**src/rtl/gsim_bmat.sv**
```systemverilog
// gsim_bmat: forward banded matrix-vector multiplier b = A*x.
// A is the fixed 16x16 band matrix with diagonal 20, +-1 -> -13,
// +-2 -> +6, +-3 -> -1. x arrives as 16 serial Q16.16 words.
// Once the 16th word is captured, the block emits one row of b per cycle.
// Each row is given as full-precision Q22.16 (b_full) and as a
// rounded/saturated int16 (b_out).
module gsim_bmat #(
    parameter bit ROUND_EN = 1'b1,
    parameter bit SAT_EN   = 1'b1
) (
    input  logic        clk,
    input  logic        reset,
    input  logic        in_en,
    input  logic [31:0] x_in,
    output logic        out_valid,
    output logic [15:0] b_out,
    output logic [37:0] b_full,
    output logic        busy
);

    typedef enum logic {
        S_IDLE = 1'b0,
        S_CALC = 1'b1
    } state_t;

    state_t      r_state;
    logic [3:0]  r_cnt;
    logic [3:0]  r_row;
    logic [31:0] r_buf [16];
    logic        r_valid;
    logic [15:0] r_b_out;
    logic [37:0] r_b_full;
    logic        r_busy;

    // Band taps around the current row; taps outside 0..15 read as zero.
    logic [31:0] w_xc;
    logic [31:0] w_xm1;
    logic [31:0] w_xp1;
    logic [31:0] w_xm2;
    logic [31:0] w_xp2;
    logic [31:0] w_xm3;
    logic [31:0] w_xp3;

    assign w_xc  = r_buf[r_row];
    assign w_xm1 = (r_row >= 4'd1)  ? r_buf[r_row - 4'd1] : 32'd0;
    assign w_xp1 = (r_row <= 4'd14) ? r_buf[r_row + 4'd1] : 32'd0;
    assign w_xm2 = (r_row >= 4'd2)  ? r_buf[r_row - 4'd2] : 32'd0;
    assign w_xp2 = (r_row <= 4'd13) ? r_buf[r_row + 4'd2] : 32'd0;
    assign w_xm3 = (r_row >= 4'd3)  ? r_buf[r_row - 4'd3] : 32'd0;
    assign w_xp3 = (r_row <= 4'd12) ? r_buf[r_row + 4'd3] : 32'd0;

    // Sign-extend every tap to the 38-bit accumulator width.
    function automatic logic signed [37:0] sext38(input logic [31:0] v);
        sext38 = {{6{v[31]}}, v};
    endfunction

    logic signed [37:0] w_c;
    logic signed [37:0] w_p1;
    logic signed [37:0] w_p2;
    logic signed [37:0] w_p3;
    logic signed [37:0] w_t20;
    logic signed [37:0] w_t13;
    logic signed [37:0] w_t6;
    logic signed [37:0] w_sum;
    logic signed [37:0] w_rnd;
    logic signed [21:0] w_int;
    logic        [15:0] w_b_out;

    assign w_c  = sext38(w_xc);
    assign w_p1 = sext38(w_xm1) + sext38(w_xp1);
    assign w_p2 = sext38(w_xm2) + sext38(w_xp2);
    assign w_p3 = sext38(w_xm3) + sext38(w_xp3);

    // Constant coefficients as shift-add: 20 = 16+4, 13 = 8+4+1, 6 = 4+2.
    assign w_t20 = (w_c <<< 4) + (w_c <<< 2);
    assign w_t13 = (w_p1 <<< 3) + (w_p1 <<< 2) + w_p1;
    assign w_t6  = (w_p2 <<< 2) + (w_p2 <<< 1);
    assign w_sum = w_t20 - w_t13 + w_t6 - w_p3;

    // Round half toward +inf by biasing before the floor shift.
    assign w_rnd = ROUND_EN ? (w_sum + 38'sd32768) : w_sum;
    assign w_int = w_rnd[37:16];

    // Integer conversion: either clamp to int16 or keep the low 16 bits.
    always_comb begin
        w_b_out = w_int[15:0];
        if (SAT_EN) begin
            if (w_int > 22'sd32767) begin
                w_b_out = 16'h7FFF;
            end else if (w_int < -22'sd32768) begin
                w_b_out = 16'h8000;
            end else begin
                w_b_out = w_int[15:0];
            end
        end else begin
            w_b_out = w_int[15:0];
        end
    end

    // Control FSM, x buffer capture and registered row outputs.
    always_ff @(posedge clk) begin
        if (reset) begin
            r_state  <= S_IDLE;
            r_cnt    <= 4'd0;
            r_row    <= 4'd0;
            r_valid  <= 1'b0;
            r_b_out  <= 16'd0;
            r_b_full <= 38'd0;
            r_busy   <= 1'b0;
            for (int i = 0; i < 16; i++) begin
                r_buf[i] <= 32'd0;
            end
        end else begin
            case (r_state)
                S_IDLE: begin
                    r_valid <= 1'b0;
                    if (in_en) begin
                        r_buf[r_cnt] <= x_in;
                        if (r_cnt == 4'd15) begin
                            r_cnt   <= 4'd0;
                            r_row   <= 4'd0;
                            r_state <= S_CALC;
                            r_busy  <= 1'b1;
                        end else begin
                            r_cnt <= r_cnt + 4'd1;
                        end
                    end
                end
                S_CALC: begin
                    // in_en is deliberately ignored here.
                    r_valid  <= 1'b1;
                    r_b_out  <= w_b_out;
                    r_b_full <= w_sum;
                    if (r_row == 4'd15) begin
                        r_row   <= 4'd0;
                        r_state <= S_IDLE;
                        r_busy  <= 1'b0;
                    end else begin
                        r_row <= r_row + 4'd1;
                    end
                end
                default: begin
                    r_state <= S_IDLE;
                    r_valid <= 1'b0;
                    r_busy  <= 1'b0;
                end
            endcase
        end
    end

    assign out_valid = r_valid;
    assign b_out     = r_b_out;
    assign b_full    = r_b_full;
    assign busy      = r_busy;

endmodule

```
**config.mk**
```make
export PLATFORM = sky130hd
export DESIGN_NAME = gsim_bmat
export DESIGN_NICKNAME = d
export VERILOG_FILES = /design/src/rtl/gsim_bmat.sv
export SDC_FILE = /design/constraint.sdc
export NUM_CORES = 2
export LEC_CHECK = 0
export ABC_AREA = 1
export BUFFER_PORTS_ARGS = -buffer_cell sky130_fd_sc_hd__buf_2
export CORE_AREA = 2 2 314 316
export DETAILED_ROUTE_END_ITERATION = 7
export DIE_AREA = 0 0 316 318
export PLACE_DENSITY_LB_ADDON = 0.05
export SETUP_SLACK_MARGIN = 0.02
export SLEW_MARGIN = 20
export SYNTH_ARGS = -nofsm -noshare
export SYNTH_HDL_FRONTEND = slang
export SYNTH_SLANG_ARGS = --single-unit
```
**constraint.sdc**
```tcl
create_clock -name clk -period 16.7 [get_ports clk]
set_input_delay 2.505 -clock clk [delete_from_list [all_inputs] [get_ports clk]]
set_output_delay 2.505 -clock clk [all_outputs]
set_load 0.005 [all_outputs]
```
After elaboration in Yosys (flattened, before gate mapping)
Memory sizes are Yosys's and may differ from the RTL's. A register that Yosys moved wholly into a read port is not among the register bits.
Index checks and enable logic that the tools add are counted.
{"block": "totals", "n_memories": 1, "word_cells": 77, "output_inout_bits": 56, "reg_bits": 65, "input_bits": 35, "mem_bits_rw": 512}
{"name": "r_buf", "depth": 16, "word_bits": 32, "read_ports": 7, "rd_clocked_by_memory_dff": 1, "wr": 16, "line": "29", "source": "logic [31:0] r_buf [16];"}
{"block": "classes", "n_reduce_logical": 4, "n_mux": 33, "eq_ne": 5, "bitwise_logic": 1, "addsub": 18, "magnitude_cmp": 8}
{"cell": "two-way mux 32 bit", "n": 7}
{"cell": "adder 32 x 32 -> 33 bit", "n": 3}
{"cell": "adder 37 x 33 -> 38 bit", "n": 1}
{"cell": "adder 38 x 17 -> 38 bit, second input constant", "n": 1}
{"cell": "adder 38 x 36 -> 38 bit", "n": 1}
{"cell": "subtractor 37 x 38 -> 38 bit", "n": 1}
{"cell": "subtractor 38 x 33 -> 38 bit", "n": 1}
{"cell": "adder 36 x 34 -> 37 bit", "n": 1}
{"cell": "adder 36 x 35 -> 37 bit", "n": 1}
{"cell": "adder 35 x 34 -> 36 bit", "n": 1}
{"cell": "two-way mux 16 bit", "n": 2}
{"cell": "OR reduction 32 bit", "n": 1}
{"cell": "two-way mux 4 bit", "n": 7}
{"cell": "greater-than comparator 22 x 16 -> 1 bit, second input constant", "n": 1}
{"cell": "< comparator 22 x 16 -> 1 bit, second input constant", "n": 1}
{"cell": "two-way mux 1 bit", "n": 13}
{"cell": "less-or-equal comparator 4 bit, second input constant", "n": 3}
{"cell": "adder 4 x 1 -> 4 bit, second input constant", "n": 2}
{"cell": "adder 4 x 2 -> 4 bit, second input constant", "n": 2}
{"cell": "== test 4 bit, second input constant", "n": 2}
{"cell": ">= comparator 4 x 2 -> 1 bit, second input constant", "n": 2}
{"cell": "case mux 4 bit (2 select lines)", "n": 1}
{"cell": "subtractor 4 x 2 -> 4 bit, second input constant", "n": 2}
{"cell": "case mux 1 bit (2 select lines)", "n": 3}
{"cell": "7 further kinds", "n": 9}

Logic depth before layout (Yosys ltp)
An unclocked memory read counts as a cell.
{"block": "logic_depth", "word_depth": 13, "depth_mapped": 65, "depth_no_buf": 57}

Worst setup path before layout
Ideal clock, no wire load.
{"block": "synth_path", "path_type": "register to register", "startpoint": "reg r_row[0]", "endpoint": "reg r_b_out[10], in the netlist b_out[10]", "setup_time_ps": 117, "required_time_ps": 16583, "path_slack_ps": 6446, "arrival_time_ps": 10137, "path_buffers": 10, "period_less_slack_ps": 10254, "path_stages_with_launch": 60, "path_cell_list": "dfxtp_1 -> inv_1 -> clkbuf_1 -> clkbuf_1 -> clkbuf_1 -> buf_1 -> ha_1 -> clkbuf_1 -> clkbuf_1 -> clkbuf_1 -> buf_1 -> clkbuf_1 -> nand2_1 -> o21ai_0 -> nor2_1 -> o22ai_1 -> nor2_1 -> ha_1 -> (+24 left out) -> and3_1 -> a21oi_1 -> nand2_1 -> nand2_1 -> nand2_1 -> nor2_2 -> nand2_1 -> nor2_1 -> nand3_1 -> nand2_1 -> nand2_1 -> nor2_1 -> nand3_1 -> nand2_1 -> nand2_2 -> buf_6 -> nor2_1 -> nor2_1"}
{"block": "synth_between", "elab_chain_len": 13, "elab_cells_between_ends": 33, "cone_classes": "add/sub (16); order compare (8); mux (8); memory (1)"}
{"item": "from (decl)", "line": "28", "source": "logic [3:0] r_row;"}
{"item": "from (signal assigned)", "line": "139", "source": "r_row <= r_row + 4'd1;"}
{"item": "subtractor 4 x 1 -> 4 bit / adder 4 x 1 -> 4 bit (equally long branches)", "line": "45, 46"}
{"item": "memory (16 x 32 bit)"}
{"item": "two-way mux 32 bit (on tied branches)", "line": "45, 46"}
{"item": "adder 32 x 32 -> 33 bit", "line": "70", "source": "assign w_p1 = sext38(w_xm1) + sext38(w_xp1);"}
{"item": "adder 36 x 35 -> 37 bit", "line": "76", "source": "assign w_t13 = (w_p1 <<< 3) + (w_p1 <<< 2) + w_p1;"}
{"item": "adder 37 x 33 -> 38 bit", "line": "76"}
{"item": "subtractor 37 x 38 -> 38 bit", "line": "78", "source": "assign w_sum = w_t20 - w_t13 + w_t6 - w_p3;"}
{"item": "adder 38 x 36 -> 38 bit", "line": "78"}
{"item": "subtractor 38 x 33 -> 38 bit (*)", "line": "78"}
{"item": "adder 38 x 17 -> 38 bit (*)", "line": "81", "source": "assign w_rnd = ROUND_EN ? (w_sum + 38'sd32768) : w_sum;"}
{"item": "< comparator 22 x 16 -> 1 bit", "line": "90", "source": "end else if (w_int < -22'sd32768) begin"}
{"item": "two-way mux 16 bit", "line": "90"}
{"item": "two-way mux 16 bit (*)", "line": "88", "source": "if (w_int > 22'sd32767) begin"}
{"item": "to (signal assigned)", "line": "132", "source": "r_b_out <= w_b_out;"}
{"item": "to (decl)", "line": "31", "source": "logic [15:0] r_b_out;"}
Every way passes the cells marked *; elsewhere a longest branch is shown, timed or not.
A chain may end at the register's enable or synchronous reset.

Worst setup path after layout
{"block": "layout_path", "startpoint": "reg r_row[0]", "endpoint": "reg r_b_out[3], in the netlist b_out[3]"}
Same word-level chain as after synthesis.

==> metrics.cfg <==
[min_path]
worstHoldPathCells=2
hold_path_end=b_out[15]
hp-class=reg -> reg
hp-start=b_out[15]

[sta]
relSlewSlack_pct=26.4
finalMaxSlewViolations=0
layout_min_cycle_time_ps=11690
finalSetupViolations=0
hold_viol=0
tns_ps=0
rsz0062_at_grt=false
max_freq_ghz=0.0856
fin_crit_sh_pct=70.0
fin_skew_ps=52.8
tightest_slew_ps=1100

[global_routing]
use_met1_pct=58.1
antenna_found_initial=7
grt_overflow=0
grt_pass1_wl_um=327000
grt_start_max_net_pins=214
grt_pass1_vias=50300
busiest_layer=met2
track_usage_pct=44.5
grt_util_met3_pct=11.9
use_met2_pct=66.6

[power]
p_sw_share_pct=52.2
intPower_mw=4.06
power_density_nw_per_um2=150
seq_power_share_pct=19.5
p_clk_share_pct=20.1
ir_worst_vdd_mv=0.145
p_leak_nw=25.0
p_comb_share_pct=60.3
switching_power_mw=4.42

[layout]
fillers=9273
area_delta_synth_final_pct=6.68
seq_area_um2=16800
multi_input_area_um2=31300
drive_gt1_share_pct=5.94
final_nets=7747
final_util_pct=58.1

[detailed_routing]
drcViolationCount=2
final_antenna_net_count=0
firstDrtPassIters=8
first_iter_violations=8369
drt_wl_total_um=227000
routedWlPerCell_um=26.2
num_vias=54800
vias_per_cell=6.30

[critical_path]
r2r_end=b_out[3]
start_kind=register
crit_slowest_cell=clkinv_2
crit_family=adder cells
critical_path_buf_inv_count=9
worst_path_most_repeated_cell=nand2_1
worstPathArrival_ps=12250
cp_max_fo=130
critPathMaxStageDelay_ps=750
ff2ff_path_depth=48
cp.required_ps=17260
rr_startpoint=r_row[0]
end_kind=register
path_class=reg -> reg
r2r_slack_ps=5010

[run_status]
violations=design-rule violations
status=complete, but fails checks

[clocking]
cts.clk_slew.worst_paths_ps=60
cts.root.buffer_cell=clkbuf_16
insertion_delay_ps=710
cts_tree=yes
h-tree-depth=3
cts_setup_buffers=0
hold_buffers=0
numCtsBuffers=70
cts_resized=0
cts_max_path_buffers=3
cts_sinks=581

[placement]
io_buffers=90
gp_congestion=1.03
hpwl_um=148000

[yosys]
synthFlopType=edfxtp_1
yosysTopAreaCellShare_pct=29.0
syn_nets=8034
synth_common_cells=nand2_1, o21ai_0, nor2_1, inv_1, a21oi_1
synth-edff-count=512
ys_top_cells_by_area=edfxtp_1, nand2_1, o21ai_0, fa_1, nor2_1
yosys.area.top_type=edfxtp_1
ys_seq_elements=581
yosys_warnings=0
synth_cells=7640
yosysSeqAreaShare_pct=31.6
synthDistinctLibCells=59
async_flop_share_pct=0
syn_area_per_cell_um2=6.95
syn_area_um2=53100
synth_most_common_cell=nand2_1

[flow_run]
drv_cap=0

[floorplan]
die_h_um=318
start_util_pct=54.5
rows=115
die_w_um=316
die_area_um2=100000
core_area_um2=97400
io-pin-count=91

tightest hold or removal path: cells and delay by family (launching register included):
kind               cells  cell delay [ps]
AOI/OAI and AO/OA      1               60
and+or+nand+nor        1               60
DFF                    1              300
metrics by stage:
stage / instances / cell area [um2] / total power, mW / hold WS (ps) / setup slack [ps]
after floorplan: 7640 / 53100 / 4.99 / 459 / 6450
after detailed placement: 8568 / 54100 / 6.72 / 456 / 5260
after global placement: 8568 / 54100 / 6.74 / 457 / 5320
final: 8694 / 56600 / 8.48 / 467 / 5010
after CTS: 8693 / 56600 / 8.41 / 466 / 5250
after global routing: 8693 / 56600 / 9.01 / 498 / 4170
layout by cell type (no fill, tap or decap), types with 17 or more instances in the layout:
| master | instances |
|---|---|
| inv_1 | 833 |
| o211ai_1 | 151 |
| xnor2_1 | 26 |
| nand2_2 | 43 |
| mux2i_1 | 38 |
| nand2_1 | 1673 |
| xor2_1 | 64 |
| nand4_1 | 20 |
| buf_4 | 88 |
| o21ai_0 | 1098 |
| o221ai_1 | 32 |
| nor2_2 | 19 |
| nor3_1 | 17 |
| edfxtp_1 | 512 |
| clkbuf_16 | 73 |
| o22ai_1 | 41 |
| nand3_1 | 374 |
| ha_1 | 131 |
| a32o_1 | 20 |
| buf_2 | 90 |
| dfxtp_1 | 63 |
| fa_1 | 226 |
| a21oi_1 | 642 |
| nor2_1 | 915 |
layout make-up:
type	instances	share of cell area [%]
Tap cell	1287	2.84
Clock buffer	83	3.29
Multi-Input combinational cell	5664	55.3
Clock inverter	42	1.11
Timing Repair Buffer	184	2.14
Sequential cell	581	29.6
Antenna cell	1	0.00442
Inverter	852	5.69
power groups by stage:
stage	Clock [mW]	Sequential [mW]	Combinational, mW
2_1_floorplan	0	1.68	3.31
3_3_place_gp	0	1.68	5.06
3_5_place_dp	0	1.69	5.04
4_1_cts	1.70	1.66	5.06
5_1_grt	1.75	1.66	5.60
6_report	1.71	1.66	5.12
worst max path at each step:
stage	startpoint	depth (start not counted)	end	slack [ps]
2_1_floorplan	r_row[0]	59	b_out[10]	6450
3_5_place_dp	r_row[0]	52	b_out[3]	5260
3_3_place_gp	r_row[0]	52	b_out[0]	5320
4_1_cts	r_row[0]	52	b_out[13]	5250
5_1_grt	r_row[0]	51	b_out[3]	4170
6_report	r_row[0]	48	b_out[3]	5010
layer usage:
layer	vias up	part of all wire, %
li1	24600	-
met1	25400	37
met2	3929	42
met3	856	14
met4	10	6.8
met5	-	0.025
kinds of logic (layout without fill, tap and decap cells):
logic type / count (synthesis) / count (layout) / synth area share [%]
fa+ha+maj: 359 / 359 / 11.7
other cells: 0 / 1 / 0
simple gates: 3120 / 3120 / 23.7
mux: 38 / 38 / 0.717
compound gates: 2054 / 2054 / 20.9
flops: 581 / 581 / 31.6
buf+inv: 1395 / 1161 / 9.91
xor+xnor: 93 / 93 / 1.56
sequential cells by signal, indices dropped and copies added, names as in the netlist, named ones only:
register   cells
b_full        38
b_out         16
busy           1
r_cnt          4
r_buf        512
out_valid      1
r_row          4
r_state        1
Note: power is estimated with default switching activity, not from simulation.
